--- src/rtl/dmem_access_unit.sv ---
// MEM-stage data-memory sequencer: turns loads/stores into one req/ack bus transaction,
// lane-aligns store data, extends load data and stalls the pipeline while the access is open.
module dmem_access_unit #(
    parameter int unsigned TIMEOUT_CYCLES = 255
) (
    input  logic        clk,
    input  logic        rst,
    input  logic        mem_read,
    input  logic        mem_write,
    input  logic [2:0]  funct3,
    input  logic [31:0] addr,
    input  logic [31:0] wdata,
    output logic [31:0] rdata,
    output logic        memory_busy,
    output logic        misaligned,
    output logic        bus_error,
    output logic        bus_req,
    output logic        bus_we,
    output logic [31:0] bus_addr,
    output logic [31:0] bus_wdata,
    output logic [3:0]  bus_wstrb,
    input  logic        bus_ack,
    input  logic [31:0] bus_rdata
);
    localparam int unsigned TO_BITS = $clog2(TIMEOUT_CYCLES + 1);
    localparam int unsigned CNT_W   = (TO_BITS > 8) ? TO_BITS : 8;
    localparam logic [CNT_W-1:0] CNT_LIMIT = CNT_W'(TIMEOUT_CYCLES);
    localparam bit TIMEOUT_EN = (TIMEOUT_CYCLES != 0);

    typedef enum logic [1:0] {IDLE, WAIT, RESP} state_t;

    state_t           state_q, state_d;
    logic             bus_req_q, bus_req_d;
    logic             bus_we_q, bus_we_d;
    logic [31:0]      bus_addr_q, bus_addr_d;
    logic [31:0]      bus_wdata_q, bus_wdata_d;
    logic [3:0]       bus_wstrb_q, bus_wstrb_d;
    logic [31:0]      rdata_q, rdata_d;
    logic             bus_error_q, bus_error_d;
    logic [CNT_W-1:0] cnt_q, cnt_d;
    logic [1:0]       off_q, off_d;
    logic [2:0]       f3_q, f3_d;

    logic             op;
    logic [3:0]       st_strb;
    logic [31:0]      st_data;
    logic [CNT_W-1:0] cnt_inc;

    function automatic logic [31:0] load_extend(input logic [2:0] f3, input logic [1:0] off,
                                                input logic [31:0] w);
        logic [7:0]  b;
        logic [15:0] h;
        b = w[{off, 3'b000} +: 8];
        h = off[1] ? w[31:16] : w[15:0];
        case (f3)
            3'b000:  return {{24{b[7]}}, b};
            3'b001:  return {{16{h[15]}}, h};
            3'b100:  return {24'd0, b};
            3'b101:  return {16'd0, h};
            default: return w;
        endcase
    endfunction

    assign misaligned = ((funct3[1:0] == 2'b01) && addr[0]) ||
                        ((funct3[1:0] == 2'b10) && (addr[1:0] != 2'b00));
    assign op = (mem_read | mem_write) & ~misaligned;

    always_comb begin
        st_strb = 4'b1111;
        st_data = wdata;
        case (funct3[1:0])
            2'b00: begin
                st_strb = 4'b0001 << addr[1:0];
                st_data = {4{wdata[7:0]}};
            end
            2'b01: begin
                st_strb = 4'b0011 << addr[1:0];
                st_data = {2{wdata[15:0]}};
            end
            default: ;
        endcase
    end

    always_comb begin
        state_d     = state_q;
        bus_req_d   = bus_req_q;
        bus_we_d    = bus_we_q;
        bus_addr_d  = bus_addr_q;
        bus_wdata_d = bus_wdata_q;
        bus_wstrb_d = bus_wstrb_q;
        rdata_d     = rdata_q;
        bus_error_d = 1'b0;
        cnt_d       = cnt_q;
        off_d       = off_q;
        f3_d        = f3_q;
        memory_busy = 1'b0;
        cnt_inc     = (cnt_q == '1) ? cnt_q : cnt_q + 1'b1;
        case (state_q)
            IDLE: begin
                memory_busy = op;
                if (op) begin
                    state_d     = WAIT;
                    bus_req_d   = 1'b1;
                    bus_we_d    = mem_write;
                    bus_addr_d  = {addr[31:2], 2'b00};
                    bus_wdata_d = st_data;
                    bus_wstrb_d = mem_write ? st_strb : 4'b0000;
                    off_d       = addr[1:0];
                    f3_d        = funct3;
                    cnt_d       = '0;
                end
            end
            WAIT: begin
                memory_busy = 1'b1;
                cnt_d       = cnt_inc;
                // A completing ack wins over an abort landing in the same cycle.
                if (bus_ack) begin
                    state_d   = RESP;
                    bus_req_d = 1'b0;
                    rdata_d   = bus_we_q ? 32'd0 : load_extend(f3_q, off_q, bus_rdata);
                end else if (TIMEOUT_EN && (cnt_inc >= CNT_LIMIT)) begin
                    state_d     = RESP;
                    bus_req_d   = 1'b0;
                    rdata_d     = 32'd0;
                    bus_error_d = 1'b1;
                end
            end
            RESP:    state_d = IDLE;
            default: state_d = IDLE;
        endcase
    end

    always_ff @(posedge clk) begin
        if (rst) begin
            state_q     <= IDLE;
            bus_req_q   <= 1'b0;
            bus_we_q    <= 1'b0;
            bus_addr_q  <= 32'd0;
            bus_wdata_q <= 32'd0;
            bus_wstrb_q <= 4'b0000;
            rdata_q     <= 32'd0;
            bus_error_q <= 1'b0;
            cnt_q       <= '0;
            off_q       <= 2'b00;
            f3_q        <= 3'b000;
        end else begin
            state_q     <= state_d;
            bus_req_q   <= bus_req_d;
            bus_we_q    <= bus_we_d;
            bus_addr_q  <= bus_addr_d;
            bus_wdata_q <= bus_wdata_d;
            bus_wstrb_q <= bus_wstrb_d;
            rdata_q     <= rdata_d;
            bus_error_q <= bus_error_d;
            cnt_q       <= cnt_d;
            off_q       <= off_d;
            f3_q        <= f3_d;
        end
    end

    assign rdata     = rdata_q;
    assign bus_error = bus_error_q;
    assign bus_req   = bus_req_q;
    assign bus_we    = bus_we_q;
    assign bus_addr  = bus_addr_q;
    assign bus_wdata = bus_wdata_q;
    assign bus_wstrb = bus_wstrb_q;

endmodule

--- config.mk ---
export PLATFORM = sky130hd
export DESIGN_NAME = dmem_access_unit
export DESIGN_NICKNAME = d
export VERILOG_FILES = /design/src/rtl/dmem_access_unit.sv
export SDC_FILE = /design/constraint.sdc
export NUM_CORES = 1
export LEC_CHECK = 0
export CORE_MARGIN = 2
export CORE_UTILIZATION = 30
export DETAILED_ROUTE_END_ITERATION = 8
export DONT_BUFFER_PORTS = 1
export PLACE_DENSITY = 0.51
export SLEW_MARGIN = 15
export SYNTH_ARGS = -nofsm -noshare
export SYNTH_HDL_FRONTEND = slang
export SYNTH_SLANG_ARGS = --single-unit
--- constraint.sdc ---
create_clock -name clk -period 2.15 [get_ports clk]
set_input_delay 0.1075 -clock clk [delete_from_list [all_inputs] [get_ports clk]]
set_output_delay 0.1075 -clock clk [all_outputs]
set_load 0.05 [all_outputs]
[Word-level counts from Yosys, hierarchy flattened]
Index checks and enable logic that the tools add are counted.
Widths: inputs -> output; s select.
Word-level totals
  register bits after elaboration: 116
  output and inout port bits: 105
  word-level logic and storage cells: 65
Cells by class
  bitwise operators: 4
  reductions and logical operators: 15
  add/subtract/negate cells: 1
  mux-type cells: 21
  eq/ne operators: 9
  order comparisons: 1
  shift-type cells: 3
Operator list (count)
  $pmux 32 s4: 1
  $mux 32: 3
  $pmux 32 s2: 1
  $shiftx 32x6->8: 1
  $mux 16: 1
  $mux 8: 2
  $pmux 8 s2: 1
  $add 8x1->8 const B: 1
  $eq 8x8->1 const B: 1
  $ge 8x8->1 const B: 1
  $pmux 4 s2: 1
  $reduce_and 2->1: 4
  $eq 3x3->1 const B: 2
  $mux 2: 3
  $reduce_bool 2->1: 3
  $eq 2x1->1 const B: 2
  $logic_not 2->1: 2
  $mux 1: 4
  $mux 4: 1
  $pmux 1 s2: 2
  $pmux 2 s2: 1
  $shl 1x2->4 const A: 1
  $shl 2x2->4 const A: 1
  $eq 3x1->1 const B: 1
  11 further kinds: 13

[Depth between registers and ports, before layout]
Gate-level depths: netlist (run 1).
  depth in word-level cells: 7
  gate-level depth with buffers: 8
  depth with buffers taken out: 7

[Worst setup path after synthesis (run 1)]
No wires, ideal clock.
  path kind: input -> output
  start point: input port addr[1]
  end point: output port memory_busy
  arrival time: 2124 ps
  setup slack: -81 ps
  cell stages on the path: 6
  cell sequence: o21ai_1 > o21ai_1 > or4_1 > clkbuf_1 > clkbuf_1 > nand2_1
Between the ends
  longest elaborated chain between the ends: 6
RTL lines
  from (decl): line 11  | input logic [31:0] addr,
  $reduce_bool 2->1: line 65  | ((funct3[1:0] == 2'b10) && (addr[1:0] != 2'b00));
  $logic_and 1x1->1: line 65
  $logic_or 1x1->1: line 64  | assign misaligned = ((funct3[1:0] == 2'b01) && addr[0]) ||
  named net misaligned: line 15  | output logic misaligned,
  $not 1->1: line 66  | assign op = (mem_read | mem_write) & ~misaligned;
  $and 1x1->1: line 66
  $pmux 1 s2: line 98  | case (state_q)
  to (decl): line 14  | output logic memory_busy,
The timed path passes the listed nets, and every way through them passes these cells.

[Worst setup path in the final report (run 1)]
  start point: register cnt_q[1]
  end point: register rdata_q[21] (netlist: rdata[21])
Between the ends
  longest elaborated chain between the ends: 5
  elaborated cells on any way between the ends: 6
  those cells by class: add/sub (1); order compare (1); eq/ne (1); mux (1); reduce/logical (2)
RTL lines
  from (decl): line 40  | logic [CNT_W-1:0] cnt_q, cnt_d;
  from (signal assigned): line 155  | cnt_q <= cnt_d;
  $add 8x1->8 or $eq 8x8->1 (tied branches): line 97  | cnt_inc = (cnt_q == '1) ? cnt_q : cnt_q + 1'b1;
  $mux 8 (*): line 97
  $ge 8x8->1 (*): line 121  | end else if (TIMEOUT_EN && (cnt_inc >= CNT_LIMIT)) begin
  $reduce_bool 2->1 (no source line) (*)
  $reduce_and 2->1 (no source line) (*)
  to (signal assigned): line 153  | rdata_q <= rdata_d;
  to (decl): line 38  | logic [31:0] rdata_q, rdata_d;
Every way passes the cells marked *; elsewhere a longest branch is shown, timed or not.
A chain may end at the register's enable or synchronous reset.

==> results of run 1 <==
-- metal layers --
layer  wire length [um]  track usage
met2               8370        0.314
met4                409       0.0757
met1               6820        0.207
met5                  0            0
met3               1700       0.0729
-- cells in the final DEF (no fill, tap or decap), types with 3 or more instances in the layout --
cell type and n:
a221o_1 16, a311oi_1 8, a22oi_1 8, nand2_1 132, buf_4 20, dfxtp_2 3
nor2b_1 13, dfxtp_1 113, o21ai_0 23, nor3_1 21, a21o_1 17, a21oi_1 68
bufinv_16 4, inv_1 3, nor2_1 42, buf_12 3, a22o_1 7, a211oi_1 15
clkbuf_16 18, clkinv_4 3, nand3_1 3, dlygate4sd3_1 95, mux2i_1 17, o21ai_1 3
nand2b_1 10, a31oi_1 3
-- cell families after synthesis --
| family | Yosys count | synth area share |
|---|---|---|
| xor+xnor | 1 | 0.00173 |
| flops | 116 | 0.459 |
| other cells | 1 | 0.000741 |
| fa+ha+maj | 1 | 0.00247 |
| buf+inv | 50 | 0.0423 |
| compound gates | 182 | 0.239 |
| simple gates | 241 | 0.217 |
| mux | 18 | 0.0381 |
-- per-stage QoR --
stage	power (mW)	cell area, sq um	worst slack [ns]
after floorplan	3.64	5070	0.0406
after global placement	3.79	5330	0.0708
after detailed placement	3.82	5330	0.0326
after CTS	7.08	6960	0.0200
after global routing	7.33	7030	0.00223
final	7.05	7030	0.110
-- worst max-delay path, stage by stage (launching register included) --
cell and delay [ns]:
dfxtp_1 0.34, ha_2 0.23, nand3_4 0.14, a211oi_2 0.22, nor2b_1 0.09, nor4_4 0.28, o22ai_2 0.12, buf_12 0.18
a221o_1 0.31
-- power by group through the flow --
stage	logic (mW)	registers [mW]	clock network [mW]
final	0.940	3.06	3.04
after detailed placement	0.710	3.11	0
after global placement	0.687	3.11	0
after global routing	1.04	3.09	3.21
after CTS	0.912	3.07	3.10
after floorplan	0.578	3.06	0
-- area by class of cell --
type                    instances  area [sq um]  share of cell area
flip-flops and latches        116          2330               0.331
well taps                     220           275              0.0392
inverters                       3          11.3             0.00160
clock inverters                11           175              0.0249
multi-input cells             445          2550               0.363
repair buffers                121          1220               0.174
clock buffers                  21           460              0.0655
-- state kept, by name (all words and copies together), names as in the netlist --
register and cells:
off_q 2, state_q 2, bus_we 1, bus_addr 30
f3_q 3, bus_wstrb 4, cnt_q 8, rdata 32
bus_error 1, bus_wdata 32, bus_req 1
-- how the worst min path moves through the flow --
stage	startpoint	to	slack, ns
finish	wdata[27]	bus_wdata[27]	0.01
global route	bus_rdata[13]	rdata[13]	0.02
CTS	funct3[1]	bus_wstrb[1]	0.0006
detailed placement	rst	f3_q[2]	0.19
global placement	rst	f3_q[2]	0.18
floorplan	funct3[2]	f3_q[2]	0.24
-- timing repair --
action	in CTS	in global routing
hold buffers	97	0
setup endpoints to repair	0	33
resized for setup	0	10
buffers inserted	0	3
hold endpoints to repair	108	0
==> flow_summary.html, run 1 <==
<table>
<tr><th>Metric</th><th>Value</th></tr>
<tr><th colspan="2">Status</th></tr>
<tr><td>Result of the run</td><td>finished clean</td></tr>
<tr><th colspan="2">Critical path</th></tr>
<tr><td>Setup slack of the most critical reg-to-reg path</td><td>between 0.1 and 0.15 ns</td></tr>
<tr><td>Beginning of the critical path</td><td>cnt_q[1]</td></tr>
<tr><td>Crit Path Max Fanout</td><td>32</td></tr>
<tr><td>Required time of the critical path</td><td>2.44 ns</td></tr>
<tr><td>Capture instance of the worst register-to-register path</td><td>rdata[21]</td></tr>
<tr><td>Crit path arrival time</td><td>2.33 ns</td></tr>
<tr><td>Worst r2r src</td><td>cnt_q[1]</td></tr>
<tr><td>Startpoint class of the critical path</td><td>flop</td></tr>
<tr><td>Sort of element at the end of the critical path</td><td>flop</td></tr>
<tr><td>Path depth of the worst reg2reg path</td><td>8</td></tr>
<tr><td>Timing endpoint of the critical path</td><td>rdata[21]</td></tr>
<tr><td>Critical path class</td><td>flop to flop</td></tr>
<tr><th colspan="2">Clock network</th></tr>
<tr><td>Maximum buffer depth of the clock tree</td><td>2</td></tr>
<tr><td>Number of clock sinks</td><td>116</td></tr>
<tr><td>TritonCTS clock tree</td><td>yes</td></tr>
<tr><td>Level count of the clock H-tree</td><td>4</td></tr>
<tr><td>Total clock buffers created by CTS</td><td>17</td></tr>
<tr><td>Clock Pin Slew Worst Setup and Hold Paths</td><td>0.06 ns</td></tr>
<tr><td>Insertion delay of the later-clocked pin in the worst-skew pair</td><td>0.41 ns</td></tr>
<tr><td>Cell at the root of the clock tree</td><td>clkbuf_16</td></tr>
<tr><th colspan="2">STA</th></tr>
<tr><td>Worst setup skew after layout</td><td>between 0.007 and 0.008 ns</td></tr>
<tr><td>Relative slew slack</td><td>0.548</td></tr>
<tr><td>Final Setup Violations</td><td>0</td></tr>
<tr><td>Final critical path time including I/O delays and setup</td><td>2.04 ns</td></tr>
<tr><td>Final-layout worst hold slack</td><td>0.0107 ns</td></tr>
<tr><td>Number of hold violations in the final report</td><td>0</td></tr>
<tr><td>Portion of the clock cycle consumed by the worst path in the final layout</td><td>0.949</td></tr>
<tr><td>Total negative slack</td><td>0 ns</td></tr>
<tr><td>Top achievable clock speed</td><td>roughly 500 MHz</td></tr>
<tr><td>Unrepaired setup endpoints after global routing</td><td>no</td></tr>
<tr><td>Final Max Tran Viols</td><td>0</td></tr>
<tr><td>Least-Margin Pin Slew</td><td>between 0.6 and 0.7 ns</td></tr>
<tr><th colspan="2">Yosys</th></tr>
<tr><td>Most numerous cell in the Yosys netlist</td><td>nand2_1</td></tr>
<tr><td>Synth cell count leaders</td><td>nand2_1 (132), dfxtp_1 (116), a21oi_1 (68), nor2_1 (43), clkbuf_1 (39)</td></tr>
<tr><td>Flip-flop and latch count after synthesis</td><td>116</td></tr>
<tr><td>Netlist Area Pre-Place</td><td>slightly above 0.005 sq mm</td></tr>
<tr><td>Leading register cell type out of synthesis</td><td>dfxtp_1</td></tr>
<tr><td>Number of enable flip-flop cells after synthesis</td><td>0</td></tr>
<tr><td>Cells taking the most area after synthesis</td><td>dfxtp_1 (46%), nand2_1 (9.8%), a21oi_1 (6.7%), mux2i_1 (3.4%), nor2_1 (3.2%)</td></tr>
<tr><td>Yosys warning count</td><td>0</td></tr>
<tr><td>Proportion of netlist area held by the largest area contributor</td><td>0.459</td></tr>
<tr><td>Synth area leader</td><td>dfxtp_1</td></tr>
<tr><td>Count of distinct cell types in the synthesized netlist</td><td>53</td></tr>
<tr><td>Share of the yosys chip area belonging to registers</td><td>0.459</td></tr>
<tr><td>Post-synthesis instance total</td><td>610</td></tr>
<tr><td>Avg Cell Area, Syn</td><td>8.30 sq um</td></tr>
<tr><td>Ys async rst share</td><td>0</td></tr>
<tr><th colspan="2">Min path</th></tr>
<tr><td>WHS Path Cells</td><td>4</td></tr>
<tr><td>HP Class</td><td>input port to flop</td></tr>
<tr><th colspan="2">Global routing</th></tr>
<tr><td>Initial antenna violation count</td><td>0</td></tr>
<tr><td>Global-route wire length before repair</td><td>26200 um</td></tr>
<tr><td>Maximum number of pins on one net before global-route repair</td><td>84</td></tr>
<tr><td>Number of global-route vias before repair</td><td>a little under 5000</td></tr>
<tr><td>Overflow after GRT</td><td>0</td></tr>
<tr><td>Total global routing track utilization</td><td>0.185</td></tr>
<tr><th colspan="2">Placed design</th></tr>
<tr><td>HPWL reported at the end of detailed placement</td><td>10800 um</td></tr>
<tr><td>Gp weighted congestion</td><td>between 0.8 and 0.9</td></tr>
<tr><td>Placed cells</td><td>804</td></tr>
<tr><td>Input/output buffers</td><td>0</td></tr>
<tr><th colspan="2">Pwr</th></tr>
<tr><td>Net switching fraction of the power</td><td>0.324</td></tr>
<tr><td>Clk pwr share</td><td>0.432</td></tr>
<tr><td>Combinational share of power</td><td>0.133</td></tr>
<tr><td>Leakage power total</td><td>2.77 nW</td></tr>
<tr><td>Total power divided by cell area</td><td>1000 mW/mm^2</td></tr>
<tr><td>Internal power consumption</td><td>4.76 mW</td></tr>
<tr><td>Maximum vdd ir drop</td><td>524 uV</td></tr>
<tr><td>Flop pwr share</td><td>0.435</td></tr>
<tr><td>Switching power</td><td>roughly 2.3 mW</td></tr>
<tr><th colspan="2">Finish</th></tr>
<tr><td>Layout area overhead</td><td>38.8%</td></tr>
<tr><td>Count of placed standard cells in the final layout, fillers left out</td><td>between 900 and 1000</td></tr>
<tr><td>Final cell utilization of the core</td><td>0.425</td></tr>
<tr><td>Filler instances</td><td>1615</td></tr>
<tr><td>Fraction of final layout cells sized beyond drive strength 1</td><td>0.107</td></tr>
<tr><td>Antenna diodes</td><td>0</td></tr>
<tr><td>Count of nets after finishing</td><td>809</td></tr>
<tr><th colspan="2">Route</th></tr>
<tr><td>Number of iterations in the first detailed-routing pass</td><td>4</td></tr>
<tr><td>Per-cell via count in the routed design</td><td>5.27</td></tr>
<tr><td>Remaining design rule violation count</td><td>0</td></tr>
<tr><td>Violation count after the first detailed-route iteration</td><td>215</td></tr>
<tr><td>Total length of routed wires</td><td>17300 um</td></tr>
<tr><td>Wire length per cell after detailed routing</td><td>roughly 18 um</td></tr>
<tr><td>Final antenna-violating net count</td><td>0</td></tr>
<tr><td>Vias</td><td>4938</td></tr>
<tr><th colspan="2">Die</th></tr>
<tr><td>Top-level I/O count</td><td>209</td></tr>
<tr><td>Number of placement rows</td><td>47</td></tr>
<tr><td>Floorplan die area</td><td>0.0179 sq mm</td></tr>
<tr><td>Floorplan die width</td><td>134 um</td></tr>
<tr><td>Effective utilization at floorplan</td><td>0.306</td></tr>
<tr><td>Chip height</td><td>134 um</td></tr>
<tr><td>Std-Cell Core Area</td><td>0.0165 sq mm</td></tr>
<tr><th colspan="2">Flow run</th></tr>
<tr><td>Max Cap Viol</td><td>0</td></tr>
</table>
Note: power is estimated with default switching activity, not from simulation.
==> run 2, diff against run 1 <==
--- a/config.mk
+++ b/config.mk
@@ -9,7 +9,7 @@
 export CORE_UTILIZATION = 30
 export DETAILED_ROUTE_END_ITERATION = 8
 export DONT_BUFFER_PORTS = 1
-export PLACE_DENSITY = 0.51
+export PLACE_DENSITY_LB_ADDON = 0.2
 export SLEW_MARGIN = 15
 export SYNTH_ARGS = -nofsm -noshare
 export SYNTH_HDL_FRONTEND = slang
==> flow_summary.html, run 2 (same netlist as run 1, synthesis figures left out) <==
<table>
<tr><th>Metric</th><th>Value</th></tr>
<tr><th colspan="2">Finish</th></tr>
<tr><td>Top library cells by usage in the layout, fill and taps aside</td><td>nand2_1 (132), dfxtp_1 (111), dlygate4sd3_1 (99)</td></tr>
<tr><td>Antenna diodes</td><td>0</td></tr>
<tr><td>Count of nets after finishing</td><td>814</td></tr>
<tr><td>Post-layout instance area</td><td>0.00705 sq mm</td></tr>
<tr><td>Layout area overhead</td><td>39.2%</td></tr>
<tr><td>Final cell utilization of the core</td><td>0.426</td></tr>
<tr><td>Fraction of final layout cells sized beyond drive strength 1</td><td>0.107</td></tr>
<tr><td>Filler instances</td><td>1608</td></tr>
<tr><td>Commonest non-fill, non-tap cell in the layout</td><td>nand2_1</td></tr>
<tr><th colspan="2">Min path</th></tr>
<tr><td>HP Class</td><td>input port to flop</td></tr>
<tr><td>Worst Min Path Start</td><td>funct3[1]</td></tr>
<tr><th colspan="2">Die</th></tr>
<tr><td>Effective utilization at floorplan</td><td>0.306</td></tr>
<tr><td>Floorplan die area</td><td>roughly 0.018 sq mm</td></tr>
<tr><td>Std-Cell Core Area</td><td>0.0165 sq mm</td></tr>
<tr><td>Floorplan die width</td><td>around 130 um</td></tr>
<tr><td>Number of placement rows</td><td>47</td></tr>
<tr><td>Top-level I/O count</td><td>209</td></tr>
<tr><td>Chip height</td><td>134 um</td></tr>
<tr><th colspan="2">Global routing</th></tr>
<tr><td>Maximum number of pins on one net before global-route repair</td><td>84</td></tr>
<tr><td>Global-route wire length before repair</td><td>25500 um</td></tr>
<tr><td>Overflow after GRT</td><td>0</td></tr>
<tr><td>Number of global-route vias before repair</td><td>4822</td></tr>
<tr><td>Total global routing track utilization</td><td>0.180</td></tr>
<tr><td>Initial antenna violation count</td><td>0</td></tr>
<tr><th colspan="2">Clock network</th></tr>
<tr><td>Cell at the root of the clock tree</td><td>clkbuf_16</td></tr>
<tr><td>Number of clock sinks</td><td>between 100 and 150</td></tr>
<tr><td>Maximum buffer depth of the clock tree</td><td>2</td></tr>
<tr><td>Total clock buffers created by CTS</td><td>17</td></tr>
<tr><td>TritonCTS clock tree</td><td>yes</td></tr>
<tr><td>Level count of the clock H-tree</td><td>4</td></tr>
<tr><td>Insertion delay of the later-clocked pin in the worst-skew pair</td><td>0.42 ns</td></tr>
<tr><td>Clock Pin Slew Worst Setup and Hold Paths</td><td>0.06 ns</td></tr>
<tr><th colspan="2">Critical path</th></tr>
<tr><td>Buf+Inv Stages, Crit Path</td><td>1</td></tr>
<tr><td>Maximum single-stage delay on the critical path</td><td>0.35 ns</td></tr>
<tr><td>Beginning of the critical path</td><td>cnt_q[1]</td></tr>
<tr><td>Worst r2r src</td><td>cnt_q[1]</td></tr>
<tr><td>Critical path class</td><td>flop to flop</td></tr>
<tr><td>Timing endpoint of the critical path</td><td>rdata[27]</td></tr>
<tr><td>Path depth of the worst reg2reg path</td><td>8</td></tr>
<tr><td>Critical path cell sequence</td><td>ha_4 &gt; nand3_4 &gt; a211oi_2 &gt; nor2b_1 &gt; nor4_4 &gt; o22ai_2 &gt; buf_12 &gt; a221o_1</td></tr>
<tr><td>Cell depth of the worst setup path</td><td>8</td></tr>
<tr><td>Category of cells accounting for the largest share of critical-path delay</td><td>compound AO/OA/AOI/OAI gates</td></tr>
<tr><td>Crit path arrival time</td><td>2.34 ns</td></tr>
<tr><td>Cell type of the slowest stage on the worst timing path</td><td>dfxtp_2</td></tr>
<tr><td>Crit Path Max Fanout</td><td>32</td></tr>
<tr><td>Required time of the critical path</td><td>2.44 ns</td></tr>
<tr><td>Capture instance of the worst register-to-register path</td><td>rdata[27]</td></tr>
<tr><td>Startpoint class of the critical path</td><td>flop</td></tr>
<tr><td>Setup slack of the most critical reg-to-reg path</td><td>0.11 ns</td></tr>
<tr><td>Sort of element at the end of the critical path</td><td>flop</td></tr>
<tr><th colspan="2">Status</th></tr>
<tr><td>Result of the run</td><td>finished clean</td></tr>
<tr><th colspan="2">Pwr</th></tr>
<tr><td>Clk pwr share</td><td>0.421</td></tr>
<tr><td>Total power divided by cell area</td><td>984 mW/mm^2</td></tr>
<tr><td>Combinational share of power</td><td>0.136</td></tr>
<tr><td>Net switching fraction of the power</td><td>0.329</td></tr>
<tr><td>Switching power</td><td>2.28 mW</td></tr>
<tr><td>Maximum vdd ir drop</td><td>551 uV</td></tr>
<tr><td>Leakage power total</td><td>between 2 and 3 nW</td></tr>
<tr><td>Internal power consumption</td><td>4.65 mW</td></tr>
<tr><td>Flop pwr share</td><td>0.443</td></tr>
<tr><th colspan="2">Route</th></tr>
<tr><td>Vias</td><td>4909</td></tr>
<tr><td>Number of iterations in the first detailed-routing pass</td><td>4</td></tr>
<tr><td>Per-cell via count in the routed design</td><td>~5.2</td></tr>
<tr><td>Violation count after the first detailed-route iteration</td><td>193</td></tr>
<tr><td>Final antenna-violating net count</td><td>0</td></tr>
<tr><td>Total length of routed wires</td><td>16800 um</td></tr>
<tr><td>Wire length per cell after detailed routing</td><td>17.8 um</td></tr>
<tr><td>Remaining design rule violation count</td><td>0</td></tr>
<tr><th colspan="2">STA</th></tr>
<tr><td>Worst setup skew after layout</td><td>0.0243 ns</td></tr>
<tr><td>Top achievable clock speed</td><td>489 MHz</td></tr>
<tr><td>Final critical path time including I/O delays and setup</td><td>2.04 ns</td></tr>
<tr><td>Final Max Tran Viols</td><td>0</td></tr>
<tr><td>Number of hold violations in the final report</td><td>0</td></tr>
<tr><td>Relative slew slack</td><td>0.254</td></tr>
<tr><td>Least-Margin Pin Slew</td><td>1.12 ns</td></tr>
<tr><td>Final Setup Violations</td><td>0</td></tr>
<tr><td>Portion of the clock cycle consumed by the worst path in the final layout</td><td>0.951</td></tr>
<tr><td>Final-layout worst hold slack</td><td>0.0277 ns</td></tr>
<tr><th colspan="2">Placed design</th></tr>
<tr><td>Input/output buffers</td><td>0</td></tr>
<tr><td>HPWL reported at the end of detailed placement</td><td>10600 um</td></tr>
<tr><td>Gp weighted congestion</td><td>0.852</td></tr>
<tr><td>Placed standard-cell area</td><td>0.00534 sq mm</td></tr>
<tr><th colspan="2">Flow run</th></tr>
<tr><td>Max Cap Viol</td><td>0</td></tr>
</table>
## run 2: cell count changes in the layout (fill, tap and decap cells not counted), sizes merged
| cell | delta |
|---|---|
| dlymetal6s4s | +1 |
| bufinv | -1 |
| clkinv | +3 |
| dlygate4sd3 | +4 |
| clkbuf | -1 |
| inv | -1 |
## run 2: worst min-delay path, stage by stage
cell     delay (ns)
o21ai_0        0.07
nor2_1         0.11
a21oi_1        0.05
nor2_1         0.07
## run 2: timing repair
item | CTS | global route
endpoints found under the hold margin | 108 | 0
hold buffers | 101 | 0
pin swaps | 0 | 4
resized for setup | 3 | 8
buffers inserted | 0 | 3
cloned | 0 | 1
endpoints found under the setup margin | 16 | 28
## run 2: power by group through the flow
stage               clock, mW  combinational (mW)  sequential [mW]
global route             3.08                1.04             3.09
finish                   2.92               0.943             3.07
detailed placement          0               0.705             3.11
floorplan                   0               0.578             3.06
global placement            0               0.682             3.11
CTS                      2.98               0.911             3.07
## run 2: how the worst min path moves through the flow
stage                   endpoint  cells after the start
global route           rdata[14]                      3
detailed placement        bus_we                      1
floorplan                f3_q[2]                      2
CTS                    rdata[11]                      3
finish              bus_wstrb[0]                      4
global placement        cnt_q[2]                      1
## run 2: metrics by stage
step	power, mW	setup TNS [ns]	instances	setup slack [ns]
after global routing	7.22	-0.0000462	942	-0.0000462
after global placement	3.79	0	805	0.0317
after CTS	6.96	0	938	0.0168
after floorplan	3.64	0	611	0.0406
after detailed placement	3.82	-0.630	805	-0.0536
final	6.93	0	942	0.105
## run 2: routing by layer
| metal | routed length (um) | vias up | global-route usage |
|---|---|---|---|
| met1 | 6750 | 2320 | 0.202 |
| met2 | 8140 | 197 | 0.305 |
| met3 | 1570 | 27 | 0.0771 |
| met4 | 303 | 0 | 0.0632 |
| met5 | 0 | - | 0 |
| li1 | - | 2365 | - |
## run 2: cell type report
cell class                      instances  area [sq um]  share of cell area
Multi-Input combinational cell        445          2550               0.362
Clock buffer                           20           457              0.0648
Tap cell                              220           275              0.0391
Inverter                                3          11.3             0.00160
Sequential cell                       116          2330               0.330
Timing Repair Buffer                  126          1260               0.180
Clock inverter                         12           155              0.0220
==> run 3, diff against run 2 <==
--- a/config.mk
+++ b/config.mk
@@ -10,6 +10,7 @@
 export DETAILED_ROUTE_END_ITERATION = 8
 export DONT_BUFFER_PORTS = 1
 export PLACE_DENSITY_LB_ADDON = 0.2
+export RECOVER_POWER = 100
 export SLEW_MARGIN = 15
 export SYNTH_ARGS = -nofsm -noshare
 export SYNTH_HDL_FRONTEND = slang
==> constraint.sdc (replaced) <==
create_clock -name clk -period 2.5 [get_ports clk]
set_input_delay 0.125 -clock clk [delete_from_list [all_inputs] [get_ports clk]]
set_output_delay 0.125 -clock clk [all_outputs]
set_load 0.05 [all_outputs]
==> flow_summary.html, run 3 (same netlist as run 1, synthesis figures left out) <==
<table>
<tr><th>Metric</th><th>Value</th></tr>
<tr><th colspan="2">Status</th></tr>
<tr><td>Result of the run</td><td>finished clean</td></tr>
<tr><th colspan="2">Critical path</th></tr>
<tr><td>Required time of the critical path</td><td>about 2.8 ns</td></tr>
<tr><td>Worst r2r src</td><td>cnt_q[1]</td></tr>
<tr><td>Critical path class</td><td>flop to flop</td></tr>
<tr><td>Crit path arrival time</td><td>approximately 2.6 ns</td></tr>
<tr><td>Maximum single-stage delay on the critical path</td><td>0.40 ns</td></tr>
<tr><td>Sort of element at the end of the critical path</td><td>flop</td></tr>
<tr><td>Startpoint class of the critical path</td><td>flop</td></tr>
<tr><td>Critical path cell sequence</td><td>ha_2 &gt; nand3_2 &gt; nor2_4 &gt; o31ai_2 &gt; nor4_4 &gt; o22ai_1 &gt; buf_12 &gt; a221o_1</td></tr>
<tr><td>Beginning of the critical path</td><td>cnt_q[1]</td></tr>
<tr><td>Crit Path Max Fanout</td><td>32</td></tr>
<tr><td>Cell type of the slowest stage on the worst timing path</td><td>dfxtp_1</td></tr>
<tr><th colspan="2">STA</th></tr>
<tr><td>Unrepaired setup endpoints after global routing</td><td>no</td></tr>
<tr><td>Worst setup skew after layout</td><td>0.00871 ns</td></tr>
<tr><td>Final Max Tran Viols</td><td>0</td></tr>
<tr><td>Top achievable clock speed</td><td>433 MHz</td></tr>
<tr><td>Portion of the clock cycle consumed by the worst path in the final layout</td><td>0.923</td></tr>
<tr><td>Final-layout worst hold slack</td><td>between 0.015 and 0.02 ns</td></tr>
<tr><td>Final Setup Violations</td><td>0</td></tr>
<tr><td>Final critical path time including I/O delays and setup</td><td>2.31 ns</td></tr>
<tr><td>Total negative slack</td><td>0 ns</td></tr>
<tr><td>Number of hold violations in the final report</td><td>0</td></tr>
<tr><td>Least-Margin Pin Slew</td><td>1.02 ns</td></tr>
<tr><td>Relative slew slack</td><td>0.318</td></tr>
<tr><th colspan="2">Clock network</th></tr>
<tr><td>Total clock buffers created by CTS</td><td>17</td></tr>
<tr><td>Level count of the clock H-tree</td><td>4</td></tr>
<tr><td>TritonCTS clock tree</td><td>yes</td></tr>
<tr><td>Cell at the root of the clock tree</td><td>clkbuf_16</td></tr>
<tr><td>Number of clock sinks</td><td>roughly 120</td></tr>
<tr><td>Maximum buffer depth of the clock tree</td><td>2</td></tr>
<tr><td>Insertion delay of the later-clocked pin in the worst-skew pair</td><td>0.41 ns</td></tr>
<tr><td>Post CTS Setup Buffer Count</td><td>0</td></tr>
<tr><td>Clock Pin Slew Worst Setup and Hold Paths</td><td>roughly 0.060 ns</td></tr>
<tr><th colspan="2">Route</th></tr>
<tr><td>Violation count after the first detailed-route iteration</td><td>182</td></tr>
<tr><td>Total length of routed wires</td><td>16200 um</td></tr>
<tr><td>Per-cell via count in the routed design</td><td>between 5 and 6</td></tr>
<tr><td>Vias</td><td>4791</td></tr>
<tr><td>Remaining design rule violation count</td><td>0</td></tr>
<tr><td>Number of iterations in the first detailed-routing pass</td><td>7</td></tr>
<tr><td>Final antenna-violating net count</td><td>0</td></tr>
<tr><td>Wire length per cell after detailed routing</td><td>17.6 um</td></tr>
<tr><th colspan="2">Pwr</th></tr>
<tr><td>Maximum vdd ir drop</td><td>444 uV</td></tr>
<tr><td>Leakage power total</td><td>2.66 nW</td></tr>
<tr><td>Total power divided by cell area</td><td>882 mW/mm^2</td></tr>
<tr><th colspan="2">Die</th></tr>
<tr><td>Std-Cell Core Area</td><td>0.0165 sq mm</td></tr>
<tr><td>Floorplan die area</td><td>0.0179 sq mm</td></tr>
<tr><td>Floorplan die width</td><td>134 um</td></tr>
<tr><td>Effective utilization at floorplan</td><td>0.306</td></tr>
<tr><td>Top-level I/O count</td><td>209</td></tr>
<tr><td>Chip height</td><td>about 130 um</td></tr>
<tr><td>Number of placement rows</td><td>47</td></tr>
<tr><th colspan="2">Global routing</th></tr>
<tr><td>Global-route wire length before repair</td><td>25900 um</td></tr>
<tr><td>Initial antenna violation count</td><td>0</td></tr>
<tr><td>Number of global-route vias before repair</td><td>4924</td></tr>
<tr><td>Maximum number of pins on one net before global-route repair</td><td>85</td></tr>
<tr><td>Overflow after GRT</td><td>0</td></tr>
<tr><td>Total global routing track utilization</td><td>0.181</td></tr>
<tr><th colspan="2">Finish</th></tr>
<tr><td>Commonest non-fill, non-tap cell in the layout</td><td>nand2_1</td></tr>
<tr><td>Antenna diodes</td><td>0</td></tr>
<tr><td>Layout area overhead</td><td>35.0%</td></tr>
<tr><td>Count of nets after finishing</td><td>about 790</td></tr>
<tr><td>Filler instances</td><td>1618</td></tr>
<tr><td>Fraction of final layout cells sized beyond drive strength 1</td><td>0.0855</td></tr>
<tr><td>Top library cells by usage in the layout, fill and taps aside</td><td>nand2_1 (132), dfxtp_1 (115), dlygate4sd3_1 (90)</td></tr>
<tr><th colspan="2">Flow run</th></tr>
<tr><td>Max Cap Viol</td><td>0</td></tr>
<tr><th colspan="2">Min path</th></tr>
<tr><td>HP Class</td><td>input port to flop</td></tr>
<tr><td>Worst Min Path Start</td><td>funct3[1]</td></tr>
<tr><th colspan="2">Placed design</th></tr>
<tr><td>Gp weighted congestion</td><td>between 0.8 and 0.9</td></tr>
<tr><td>HPWL reported at the end of detailed placement</td><td>roughly 11000 um</td></tr>
<tr><td>Input/output buffers</td><td>0</td></tr>
</table>
## run 3: worst paths after layout
check	to	slack [ns]	cells after the start
min reg2reg	f3_q[1]	0.50	2
min	bus_wdata[27]	0.02	3
max	rdata[24]	0.19	8
max reg2reg	rdata[24]	0.19	8
## run 3: power breakdown
group	switching, mW	internal, mW
sequential	0.629	2.01
clock	0.895	1.75
combinational	0.419	0.323
## run 3: area by class of cell
class                   instances  area, sq um  area share
clock inverters                11          174      0.0255
flip-flops and latches        116         2320       0.340
multi-input cells             445         2530       0.370
well taps                     220          275      0.0403
clock buffers                  21          470      0.0689
inverters                       3         11.3     0.00165
repair buffers                106         1050       0.154
## run 3: what timing repair did
action                                  4_1_cts  5_1_grt
hold buffers                                 92        0
gates resized for setup                       0        2
hold endpoints to repair                    107        0
endpoints found under the setup margin        0       23
## run 3: worst max-delay path: cells and delay by family, from the launching register on
family | cells | cell delay, ns
AOI/OAI and AO/OA | 3 | 0.59
buffers and inverters | 1 | 0.20
and+or+nand+nor | 3 | 0.74
adders and majority gates | 1 | 0.25
DFF | 1 | 0.40
## run 3: through the flow
| step | area, sq um | util | cells | total power [mW] | worst slack (ns) |
|---|---|---|---|---|---|
| 3_5_place_dp | 5270 | 0.319 | 798 | 3.27 | 0.134 |
| 6_report | 6830 | 0.413 | 922 | 6.03 | 0.192 |
| 3_3_place_gp | 5270 | 0.319 | 798 | 3.25 | 0.260 |
| 2_1_floorplan | 5060 | - | 611 | 3.13 | 0.234 |
| 4_1_cts | 6860 | 0.415 | 922 | 6.12 | 0.120 |
| 5_1_grt | 6830 | 0.413 | 922 | 6.28 | 0.0142 |
## run 3: layer usage
layer | track usage | vias up | part of all wire
li1 | - | 2328 | -
met1 | 0.204 | 2265 | 0.41
met2 | 0.311 | 188 | 0.49
met3 | 0.0794 | 10 | 0.099
met4 | 0.0508 | 0 | 0.0067
met5 | 0 | - | 0
